`config.mk`:
```
export PLATFORM = sky130hd
export DESIGN_NAME = life_gen_sequencer
export DESIGN_NICKNAME = d
export VERILOG_FILES = /design/src/rtl/life_pkg.sv /design/src/rtl/life_neighbour_addr.sv /design/src/rtl/life_gen_sequencer.sv
export SDC_FILE = /design/constraint.sdc
export NUM_CORES = 1
export LEC_CHECK = 0
export CORE_MARGIN = 5
export CORE_UTILIZATION = 45
export CTS_CLUSTER_DIAMETER = 120
export DETAILED_ROUTE_END_ITERATION = 10
export PLACE_DENSITY_LB_ADDON = 0.05
export SLEW_MARGIN = 20
export SYNTH_ARGS = -nofsm -noshare
export SYNTH_HDL_FRONTEND = slang
export SYNTH_SLANG_ARGS = --single-unit
```
`constraint.sdc`:
```
create_clock -name clock -period 4.2 [get_ports clock]
set_input_delay 0.63 -clock clock [delete_from_list [all_inputs] [get_ports clock]]
set_output_delay 0.63 -clock clock [all_outputs]
set_load 0.02 [all_outputs]
```
`src/rtl/life_pkg.sv`:
```
// ---------------------------------------------------------------------------
// life_pkg
// Shared types and helpers for the Game-of-Life generation sequencer:
//   - state_e       : sequencer FSM states (READ uses a separate k counter)
//   - colour constants for live / dead cells
//   - nb_offset()   : neighbour offset table, k = 0..8 in row-major (dy,dx)
//   - next_cell()   : B3/S23 rule
// ---------------------------------------------------------------------------
package life_pkg;

    typedef enum logic [2:0] {
        ST_IDLE,
        ST_READ,
        ST_EVAL,
        ST_PLOT,
        ST_FLIP
    } state_e;

    localparam logic [2:0] COLOUR_ALIVE_DEF = 3'b111;
    localparam logic [2:0] COLOUR_DEAD_DEF  = 3'b000;

    // Index of the last neighbour read and of the cell itself.
    localparam logic [3:0] K_LAST = 4'd8;
    localparam logic [3:0] K_SELF = 4'd4;

    typedef struct packed {
        logic signed [1:0] dx;
        logic signed [1:0] dy;
    } nb_offset_t;

    // Row-major walk from (-1,-1) to (+1,+1); k=4 is the centre cell.
    function automatic nb_offset_t nb_offset(input logic [3:0] k);
        nb_offset_t off;
        case (k)
            4'd0:    off = '{dx: -2'sd1, dy: -2'sd1};
            4'd1:    off = '{dx:  2'sd0, dy: -2'sd1};
            4'd2:    off = '{dx:  2'sd1, dy: -2'sd1};
            4'd3:    off = '{dx: -2'sd1, dy:  2'sd0};
            4'd5:    off = '{dx:  2'sd1, dy:  2'sd0};
            4'd6:    off = '{dx: -2'sd1, dy:  2'sd1};
            4'd7:    off = '{dx:  2'sd0, dy:  2'sd1};
            4'd8:    off = '{dx:  2'sd1, dy:  2'sd1};
            default: off = '{dx:  2'sd0, dy:  2'sd0};
        endcase
        return off;
    endfunction

    // Birth on exactly 3 neighbours, survival on 2 or 3.
    function automatic logic next_cell(input logic self_alive, input logic [3:0] n);
        return (n == 4'd3) || (self_alive && (n == 4'd2));
    endfunction

endpackage

```
`src/rtl/life_neighbour_addr.sv`:
```
// ---------------------------------------------------------------------------
// life_neighbour_addr
// Combinational neighbour address generator.
//   x, y     : current cell coordinate
//   k        : neighbour index 0..8 (row-major, 4 = the cell itself)
//   nb_x/nb_y: coordinate to read
//   nb_valid : 0 when the neighbour lies off-grid and must count as dead
// Build option LIFE_WRAP_EN: when defined the grid is toroidal (edges wrap,
// nb_valid always 1); otherwise off-grid reads are clamped and masked.
// ---------------------------------------------------------------------------
module life_neighbour_addr
    import life_pkg::*;
#(
    parameter int GRID_W = 16,
    parameter int GRID_H = 12,
    parameter int X_BITS = 4,
    parameter int Y_BITS = 4
) (
    input  logic [X_BITS-1:0] x,
    input  logic [Y_BITS-1:0] y,
    input  logic [3:0]        k,
    output logic [X_BITS-1:0] nb_x,
    output logic [Y_BITS-1:0] nb_y,
    output logic              nb_valid
);

    localparam logic [X_BITS-1:0] X_MAX = X_BITS'(GRID_W - 1);
    localparam logic [Y_BITS-1:0] Y_MAX = Y_BITS'(GRID_H - 1);
    localparam logic signed [X_BITS+1:0] X_LIM = (X_BITS+2)'(GRID_W);
    localparam logic signed [Y_BITS+1:0] Y_LIM = (Y_BITS+2)'(GRID_H);

    nb_offset_t               off;
    logic signed [X_BITS+1:0] sx;
    logic signed [Y_BITS+1:0] sy;
    logic                     x_lo, x_hi, y_lo, y_hi;

    always_comb begin
        off = nb_offset(k);
        // Two guard bits let the sum go to -1 or GRID_W without aliasing.
        sx = $signed({2'b00, x}) + $signed({{X_BITS{off.dx[1]}}, off.dx});
        sy = $signed({2'b00, y}) + $signed({{Y_BITS{off.dy[1]}}, off.dy});
        x_lo = sx[X_BITS+1];
        y_lo = sy[Y_BITS+1];
        x_hi = (sx >= X_LIM);
        y_hi = (sy >= Y_LIM);
`ifdef LIFE_WRAP_EN
        nb_valid = 1'b1;
        nb_x = x_lo ? X_MAX : (x_hi ? '0 : sx[X_BITS-1:0]);
        nb_y = y_lo ? Y_MAX : (y_hi ? '0 : sy[Y_BITS-1:0]);
`else
        nb_valid = !(x_lo || x_hi || y_lo || y_hi);
        nb_x = x_lo ? '0 : (x_hi ? X_MAX : sx[X_BITS-1:0]);
        nb_y = y_lo ? '0 : (y_hi ? Y_MAX : sy[Y_BITS-1:0]);
`endif
    end

endmodule

```
`src/rtl/life_gen_sequencer.sv`:
```
// ---------------------------------------------------------------------------
// life_gen_sequencer
// Runs one Game-of-Life generation over a GRID_W x GRID_H double-banked
// cell RAM: per cell, 9 reads from the current bank, one write of the B3/S23
// result to the other bank, one plot request; banks flip at generation end.
// Ports:
//   clock, reset      : clock, synchronous active-high reset
//   go / step / stop  : run-latch set, single-generation pulse, halt request
//   rd_addr, rd_data  : cell RAM read {bank,y,x}; data one cycle later
//   wr_en/addr/data   : cell RAM write {~bank,y,x}
//   plot_*            : valid/ready plot request with cell x/y and colour
//   busy, done        : generation in progress, end-of-generation pulse
//   bank, gen_count   : displayed bank, completed generation count
// Build option LIFE_WRAP_EN: toroidal grid (see life_neighbour_addr).
// ---------------------------------------------------------------------------
module life_gen_sequencer
    import life_pkg::*;
#(
    parameter int         GRID_W       = 16,
    parameter int         GRID_H       = 12,
    parameter int         X_BITS       = 4,
    parameter int         Y_BITS       = 4,
    parameter logic [2:0] COLOUR_ALIVE = COLOUR_ALIVE_DEF,
    parameter logic [2:0] COLOUR_DEAD  = COLOUR_DEAD_DEF
) (
    input  logic                     clock,
    input  logic                     reset,
    input  logic                     go,
    input  logic                     step,
    input  logic                     stop,
    output logic [Y_BITS+X_BITS:0]   rd_addr,
    input  logic                     rd_data,
    output logic                     wr_en,
    output logic [Y_BITS+X_BITS:0]   wr_addr,
    output logic                     wr_data,
    output logic                     plot_valid,
    input  logic                     plot_ready,
    output logic [X_BITS-1:0]        plot_x,
    output logic [Y_BITS-1:0]        plot_y,
    output logic [2:0]               plot_colour,
    output logic                     busy,
    output logic                     done,
    output logic                     bank,
    output logic [15:0]              gen_count
);

    localparam logic [X_BITS-1:0] X_LAST = X_BITS'(GRID_W - 1);
    localparam logic [Y_BITS-1:0] Y_LAST = Y_BITS'(GRID_H - 1);

    state_e              state_q, state_d;
    logic [3:0]          k_q, k_d;
    logic [X_BITS-1:0]   x_q, x_d;
    logic [Y_BITS-1:0]   y_q, y_d;
    logic                bank_q, bank_d;
    logic                run_q, run_d;
    logic [15:0]         gen_q, gen_d;
    logic [3:0]          cnt_q, cnt_d;
    logic                self_q, self_d;
    logic                mask_q, mask_d;    // validity of the read now in flight
    logic                alive_q, alive_d;  // value written, reused for plot colour

    logic [X_BITS-1:0]   nb_x;
    logic [Y_BITS-1:0]   nb_y;
    logic                nb_valid;
    logic [3:0]          n_total;

    life_neighbour_addr #(
        .GRID_W (GRID_W),
        .GRID_H (GRID_H),
        .X_BITS (X_BITS),
        .Y_BITS (Y_BITS)
    ) u_nb (
        .x        (x_q),
        .y        (y_q),
        .k        (k_q),
        .nb_x     (nb_x),
        .nb_y     (nb_y),
        .nb_valid (nb_valid)
    );

    // NOTE: every signal written here gets a default first, so no path can
    // leave one unassigned and infer a latch.
    always_comb begin
        state_d     = state_q;
        k_d         = k_q;
        x_d         = x_q;
        y_d         = y_q;
        bank_d      = bank_q;
        gen_d       = gen_q;
        cnt_d       = cnt_q;
        self_d      = self_q;
        mask_d      = mask_q;
        alive_d     = alive_q;
        rd_addr     = '0;
        wr_en       = 1'b0;
        wr_addr     = '0;
        wr_data     = 1'b0;
        plot_valid  = 1'b0;
        plot_x      = '0;
        plot_y      = '0;
        plot_colour = '0;
        done        = 1'b0;

        // stop wins over go; go alone only ever sets the latch.
        run_d   = stop ? 1'b0 : (go ? 1'b1 : run_q);
        // Data returning now belongs to the read issued last cycle.
        n_total = cnt_q + {3'b000, rd_data & mask_q};

        case (state_q)
            ST_IDLE: begin
                if (!stop && (step || run_q)) begin
                    state_d = ST_READ;
                    k_d     = '0;
                end
            end
            ST_READ: begin
                rd_addr = {bank_q, nb_y, nb_x};
                mask_d  = nb_valid;
                if (k_q == 4'd0) begin
                    cnt_d  = '0;
                    self_d = 1'b0;
                end else if (k_q == K_SELF + 4'd1) begin
                    self_d = rd_data;
                end else begin
                    cnt_d = n_total;
                end
                if (k_q == K_LAST) state_d = ST_EVAL;
                else               k_d     = k_q + 4'd1;
            end
            ST_EVAL: begin
                alive_d = next_cell(self_q, n_total);
                wr_en   = 1'b1;
                wr_addr = {~bank_q, y_q, x_q};
                wr_data = alive_d;
                state_d = ST_PLOT;
            end
            ST_PLOT: begin
                plot_valid  = 1'b1;
                plot_x      = x_q;
                plot_y      = y_q;
                plot_colour = alive_q ? COLOUR_ALIVE : COLOUR_DEAD;
                if (plot_ready) begin
                    k_d     = '0;
                    state_d = ST_READ;
                    if (x_q == X_LAST) begin
                        x_d = '0;
                        if (y_q == Y_LAST) begin
                            y_d     = '0;
                            state_d = ST_FLIP;
                        end else begin
                            y_d = y_q + Y_BITS'(1);
                        end
                    end else begin
                        x_d = x_q + X_BITS'(1);
                    end
                end
            end
            ST_FLIP: begin
                bank_d = ~bank_q;
                gen_d  = gen_q + 16'd1;
                done   = 1'b1;
                k_d    = '0;
                state_d = (stop || !run_q) ? ST_IDLE : ST_READ;
            end
            default: state_d = ST_IDLE;
        endcase
    end

    // NOTE: state registers use non-blocking assignments so every flop
    // samples the pre-edge value of every other flop.
    always_ff @(posedge clock) begin
        if (reset) begin
            state_q <= ST_IDLE;
            k_q     <= '0;
            x_q     <= '0;
            y_q     <= '0;
            bank_q  <= 1'b0;
            run_q   <= 1'b0;
            gen_q   <= '0;
            cnt_q   <= '0;
            self_q  <= 1'b0;
            mask_q  <= 1'b0;
            alive_q <= 1'b0;
        end else begin
            state_q <= state_d;
            k_q     <= k_d;
            x_q     <= x_d;
            y_q     <= y_d;
            bank_q  <= bank_d;
            run_q   <= run_d;
            gen_q   <= gen_d;
            cnt_q   <= cnt_d;
            self_q  <= self_d;
            mask_q  <= mask_d;
            alive_q <= alive_d;
        end
    end

    assign busy      = (state_q != ST_IDLE);
    assign bank      = bank_q;
    assign gen_count = gen_q;

endmodule

```
**After elaboration in Yosys (flattened, before gate mapping)**

Memory sizes are Yosys's and may differ from the RTL's. A register that Yosys moved wholly into a read port is not among the register bits.
Cells that the tools add are included.

- $lt $le $gt $ge: 2
- Muxes and demuxes: 33
- Equal/unequal tests: 15
- Bitwise operators: 2
- Add/sub/neg operators: 7
- Reduce and logical (&&, ||, !) cells: 23

Operators with widths:

| cell | count |
|---|---|
| $mux 4 | 15 |
| $mux 3 | 7 |
| $mux 9 | 2 |
| $add 16x1->16 const B | 1 |
| $pmux 4 s4 | 1 |
| $pmux 3 s5 | 1 |
| $add 4x1->4 const B | 3 |
| $add 5x2->6 | 2 |
| $eq 4x4->1 const B | 3 |
| $ne 2x2->1 const B | 5 |
| $eq 4x2->1 const B | 2 |
| $mux 1 | 7 |
| $eq 3x2->1 const B | 2 |
| $ge 6x5->1 const B | 1 |
| $ge 6x6->1 const B | 1 |
| $logic_or 1x1->1 | 6 |
| $reduce_and 2->1 | 3 |
| $reduce_and 3->1 | 2 |
| $add 4x1->4 | 1 |
| $eq 4x3->1 const B | 1 |
| $logic_not 4->1 | 1 |
| $reduce_and 4->1 | 1 |
| $reduce_bool 4->1 | 1 |
| $eq 3x1->1 const B | 1 |
| other kinds (9) | 12 |

- Memories kept: 1
- Register bits: 40
- Output and inout bits: 51
- ROM bits: 64
- Input port bits: 7

Memory list:

| memory | words | width | read ports | clocked after memory_dff | write ports | RTL line | source |
|---|---|---|---|---|---|---|---|
| (no name shown) | 16 | 4 | 1 | 1 | 0 | life_pkg.sv:34 | `case (k)` |

**Depth between registers and ports, before layout**

- Depth after elaboration: 6
- Depth in mapped cells: 12
- Depth with buffers taken out: 12

**By module**

From an unflattened synthesis, not the netlist that was laid out.

- Cells, all modules: 339
- Area, all modules: 2751.4 um2

By module, submodules not included:

| module | area each (um2) | cells an instance | times used | seq. area each (um2) |
|---|---|---|---|---|
| life_gen_sequencer | 2134.5 | 256 | 1 | 800.8 |
| life_neighbour_addr | 616.8 | 83 | 1 | 0.0 |

**Worst setup path after synthesis**

Ideal clock, no wire load.

- Kind: register to output
- Start point: reg y_q[0]
- End point: out rd_addr[6]
- Path slack: 1.489 ns
- Data arrival time: 2.081 ns
- Required time: 3.570 ns
- Stages on the path, launching flop included: 9
- Cell sequence: dfxtp_1 > ha_1 > fa_1 > a21oi_1 > o21bai_1 > nor2_1 > mux2i_1 > or3_1 > nor2_1

- Longest elaborated chain between the ends: 5

RTL lines:

| what | RTL line | source |
|---|---|---|
| from (decl) | life_gen_sequencer.sv:53 | `logic [Y_BITS-1:0] y_q, y_d;` |
| from (signal assigned) | life_gen_sequencer.sv:188 | `y_q <= y_d;` |
| $add 5x2->6 * | life_neighbour_addr.sv:41 | `sy = $signed({2'b00, y}) + $signed({{Y_BITS{off.dy[1]}}, off.dy});` |
| $ge 6x5->1 | life_neighbour_addr.sv:45 | `y_hi = (sy >= Y_LIM);` |
| $mux 4 | life_neighbour_addr.sv:53 | `nb_y = y_lo ? '0 : (y_hi ? Y_MAX : sy[Y_BITS-1:0]);` |
| $mux 4 * | life_neighbour_addr.sv:53 |  |
| $mux 9 * | life_gen_sequencer.sv:109 | `case (state_q)` |
| to (decl) | life_gen_sequencer.sv:31 | `output logic [Y_BITS+X_BITS:0] rd_addr,` |

Mark *: on every way between the ends. The rest lies on a longest branch, timed or not.

**Final worst setup path**

Same ends and word-level chain as after synthesis.

==> impl_results.md <==
* Final Hold Slack at 469.5 ps
* Minimum clock period at 3635 ps
* Antenna violations before repair at 0
* Portion of total power attributed to sequential cells at 0.484
* Proportion of register bits with asynchronous set or reset after synthesis at 0
* Cell count after synthesis at 330
* Number of fill cells in the layout at 566
* Area of the mapped netlist at 0.002746 sq mm
* Post-synth EDFFs at 0
* Final routed wirelength across all metal layers at 6061 microns
* Warnings, synthesis at 0
* Outcome: finished, final reports clean
* Area used by multi-input combinational logic at 0.001753 sq mm
* Final Instance Area at 0.003476 sq mm
* Setup TNS after final layout at 0 ps
* Leakage power figure at 1.364 nW
* Post-Syn Area per Cell at 8.322 sq um
* Instance area after placement at 0.003354 sq mm
* Crit path capture type: output port
* Crit start category: flop
* P_int at 0.6747 mW
* Detailed-route via count at 2377
* PD cells at 262.8 mW/mm^2
* Total die area at 0.007765 sq mm
* Worst min-delay path category: reg -> reg
* Clock tree from TritonCTS: built
* Max-Slew Margin vs Limit at 0.5790
* Proportion of total power due to net switching at 0.2614
* Ordered cell list for the critical path: ha_1 -> fa_1 -> a21oi_1 -> o21bai_1 -> nor2_1 -> mux2i_1 -> or3_1 -> nor2_1 -> clkdlybuf4s50_1
* Count of TritonRoute iterations in the first routing pass at 4
* Die height at 88.12 microns
* Antenna-violating nets left at 0
* Num Clock Sinks at 44
* Post-CTS Repair Setup Buffers at 0
* Combinational cell fraction of total power at 0.139
* Slew Limit Fails at 0
* Top-Level Pins at 58
* Sequential area share after synthesis at 0.3207
* WP buf/inv at 1
* Highest-delay cell along the critical path: sky130_fd_sc_hd__clkdlybuf4s50_1
* Insertion delay to the later sink of the worst-skew pair at 300 ps
* Via density per instance at 5.179
* Die X-Extent at 88.12 microns
* CTS clock-pin slew for the worst setup and hold paths at 80 ps
* Remaining global-route overflow at 0
* Max_cap viols at 0
* Peak per-stage delay on the critical path at 610 ps
* Number of synthesized register bits at 44
* Number of buffers inserted during clock tree synthesis at 5
* Signal arrival time at the worst endpoint at 3010 ps
* Worst slack, placed at 646.8 ps
* Measured slew at the worst slew-check pin at 626.7 ps
* Critical path's top delay family: simple AND/OR/NAND/NOR gates
* Final critical-path share of the clock period at 0.8655
* Number of distinct library cells after synthesis at 51
* Cts hold-fix bufs at 0
* Most frequent CP cell: sky130_fd_sc_hd__nor2_1
* Wire length of the first global-routing pass at 10320 microns
* Final HPWL from detailed placement at 4707 microns
* Post-Synthesis Net Count at 361
* Area taken by flip-flops and latches at 880.8 sq um
* RSZ-0062 raised after global routing: no
* Placer's final routability congestion estimate at 0.8181
* Critical path data required time at 3570 ps
* Root buffer selected by CTS: sky130_fd_sc_hd__clkbuf_8
* Number of global-route vias before repair at 2230
* Number of port buffers at 57
* Total setup violations reported at the end of the flow at 0
* Critical path type: reg -> out
* Achievable Freq at 275.1 MHz
* Final total power at 0.9134 mW
* Core outline area at 0.005921 sq mm
* Worst clock skew on the final layout at 7.682 ps
* 1st-iter DRT viols at 91
* Pin count of the biggest net entering global routing at 39
* Antenna diode count at 0
* Row cnt at 28
* Starting utilization of the core area at 0.4639
* CP Max Fanout at 6
* Switching Power at 0.2387 mW
* Wire length per cell after detailed routing at 13.20 microns
* Clock Tree Buf Depth at 2
* H-tree depth at 2
* Commonest register cell after synthesis: sky130_fd_sc_hd__dfxtp_1
* Final setup slack of the worst path at 564.7 ps
* DRC violation count after routing at 0
* Clock power share at 0.377
* Final Hold Vio Count at 0
* Worst supply voltage drop on vdd at 0.1781 mV
* Area growth syn-to-layout at 26.56%
* Number of cells upsized or downsized after cts at 0
* Ratio of cells with drive above 1 in the final layout at 0.04688
* Total global routing track utilization at 0.1663
* Final #Nets at 414
==> cells in the mapped netlist, types with 2 or more instances <==
cell                       instances  area share
sky130_fd_sc_hd__xnor2_1          16       0.051
sky130_fd_sc_hd__ha_1             22        0.10
sky130_fd_sc_hd__fa_1              2       0.015
sky130_fd_sc_hd__a21oi_1          18       0.033
sky130_fd_sc_hd__buf_4             2      0.0055
sky130_fd_sc_hd__o21a_1            2      0.0055
sky130_fd_sc_hd__nand4_1           2      0.0046
sky130_fd_sc_hd__nor2b_1           3      0.0068
sky130_fd_sc_hd__nand2_1          14       0.019
sky130_fd_sc_hd__and2_1           21       0.048
sky130_fd_sc_hd__and3_1            8       0.018
sky130_fd_sc_hd__nand2b_1          2      0.0046
sky130_fd_sc_hd__buf_1             2      0.0027
sky130_fd_sc_hd__nor3_1           11       0.020
sky130_fd_sc_hd__a221o_1           2      0.0073
sky130_fd_sc_hd__inv_1            13       0.018
sky130_fd_sc_hd__nor2_1           57       0.078
sky130_fd_sc_hd__or3_1             4      0.0091
sky130_fd_sc_hd__dfxtp_1          44        0.32
sky130_fd_sc_hd__or2_2             2      0.0046
sky130_fd_sc_hd__a211oi_1          2      0.0055
sky130_fd_sc_hd__nand3_1          14       0.026
sky130_fd_sc_hd__a31oi_1           2      0.0046
sky130_fd_sc_hd__buf_2             3      0.0055
sky130_fd_sc_hd__a21o_1            5       0.014
sky130_fd_sc_hd__xor2_1           13       0.041
sky130_fd_sc_hd__and4_1            4       0.013
sky130_fd_sc_hd__nand4b_1          2      0.0064
sky130_fd_sc_hd__clkbuf_1          4      0.0055
sky130_fd_sc_hd__o31ai_1           3      0.0082
sky130_fd_sc_hd__mux2i_1           5       0.018
sky130_fd_sc_hd__o21ai_0           7       0.013
==> logic make-up after synthesis <==
kind of cell / after synthesis / share of synthesized area
compound gates: 48 / 0.1121
xor+xnor: 30 / 0.09841
fa+ha+maj: 24 / 0.1148
buf+inv: 25 / 0.04100
flops: 44 / 0.3207
mux: 5 / 0.01822
simple gates: 154 / 0.2948
==> metrics by stage <==
step | std cells | util
after global routing | 459 | 0.5871
final | 459 | 0.5871
after floorplan | 330 | -
after detailed placement | 451 | 0.5666
after CTS | 459 | 0.5871
after global placement | 451 | 0.5666
==> worst register-to-register path: stages (launching register included) <==
cell	delay, ps
sky130_fd_sc_hd__dfxtp_1	390
sky130_fd_sc_hd__inv_1	90
sky130_fd_sc_hd__ha_1	240
sky130_fd_sc_hd__nor4bb_1	150
sky130_fd_sc_hd__o22a_1	210
sky130_fd_sc_hd__or3_1	410
sky130_fd_sc_hd__mux2i_1	150
sky130_fd_sc_hd__nor2_1	240
sky130_fd_sc_hd__inv_1	110
sky130_fd_sc_hd__ha_1	300
sky130_fd_sc_hd__inv_1	70
sky130_fd_sc_hd__nor2_1	40
sky130_fd_sc_hd__a221o_1	310
==> sequential cells by signal, indices dropped and copies added (netlist names) <==
register	flops
run_q	1
gen_count	16
y_q	4
cnt_q	4
u_nb.off	4
state_q	3
mask_q	1
alive_q	1
x_q	4
self_q	1
bank	1
k_q	4
==> metal layers <==
| layer | up-vias | track usage | wire length [microns] |
|---|---|---|---|
| li1 | 1239 | - | - |
| met1 | 1090 | 0.2185 | 2929 |
| met2 | 41 | 0.2767 | 2759 |
| met3 | 7 | 0.03857 | 298 |
| met4 | 0 | 0.04121 | 72 |
| met5 | - | 0 | 0 |
==> layout make-up <==
cell class	count	area share
clock buffers	6	0.02376
clock inverters	2	0.01116
well taps	75	0.02700
flip-flops and latches	44	0.2534
multi-input cells	261	0.5043
inverters	13	0.01404
repair buffers	58	0.1663
==> power groups by stage <==
stage / clock network [mW] / logic [mW] / registers (mW)
2_1_floorplan: 0 / 0.100 / 0.442
3_3_place_gp: 0 / 0.128 / 0.451
3_5_place_dp: 0 / 0.128 / 0.452
4_1_cts: 0.357 / 0.129 / 0.442
5_1_grt: 0.378 / 0.145 / 0.444
6_report: 0.345 / 0.127 / 0.442
==> cell usage in the layout, fill, tap and decap left out, types with 2 or more instances in the layout <==
cell,netlist,final
sky130_fd_sc_hd__and3_1,8,8
sky130_fd_sc_hd__o31ai_1,3,3
sky130_fd_sc_hd__a21oi_1,18,18
sky130_fd_sc_hd__nor3_1,11,11
sky130_fd_sc_hd__nand2_1,14,14
sky130_fd_sc_hd__nand4b_1,2,2
sky130_fd_sc_hd__xor2_1,13,13
sky130_fd_sc_hd__or3_1,4,4
sky130_fd_sc_hd__a211oi_1,2,2
sky130_fd_sc_hd__ha_1,22,22
sky130_fd_sc_hd__a21o_1,5,5
sky130_fd_sc_hd__nand2b_1,2,2
sky130_fd_sc_hd__and4_1,4,4
sky130_fd_sc_hd__o21ai_0,7,7
sky130_fd_sc_hd__nand4_1,2,2
sky130_fd_sc_hd__dfxtp_1,44,44
sky130_fd_sc_hd__inv_1,13,13
sky130_fd_sc_hd__clkbuf_8,0,6
sky130_fd_sc_hd__and2_1,21,21
sky130_fd_sc_hd__nor2_1,57,57
sky130_fd_sc_hd__or2_2,2,2
sky130_fd_sc_hd__a31oi_1,2,2
sky130_fd_sc_hd__nand3_1,14,14
sky130_fd_sc_hd__mux2i_1,5,5
sky130_fd_sc_hd__a221o_1,2,2
sky130_fd_sc_hd__o21a_1,2,2
sky130_fd_sc_hd__xnor2_1,16,16
sky130_fd_sc_hd__clkdlybuf4s50_1,0,57
sky130_fd_sc_hd__fa_1,2,2
sky130_fd_sc_hd__nor2b_1,3,3
==> final timing paths <==
kind | start | to | slack [ps] | depth (start not counted)
worst min register to register | cnt_q[0] | cnt_q[0] | 470 | 2
worst max-delay path | y_q[0] | rd_addr[6] | 560 | 9
worst min-delay path | cnt_q[0] | cnt_q[0] | 470 | 2
worst max register to register | k_q[0] | u_nb.off[2] | 1380 | 12
No activity file was read; power rests on OpenSTA's default activity.
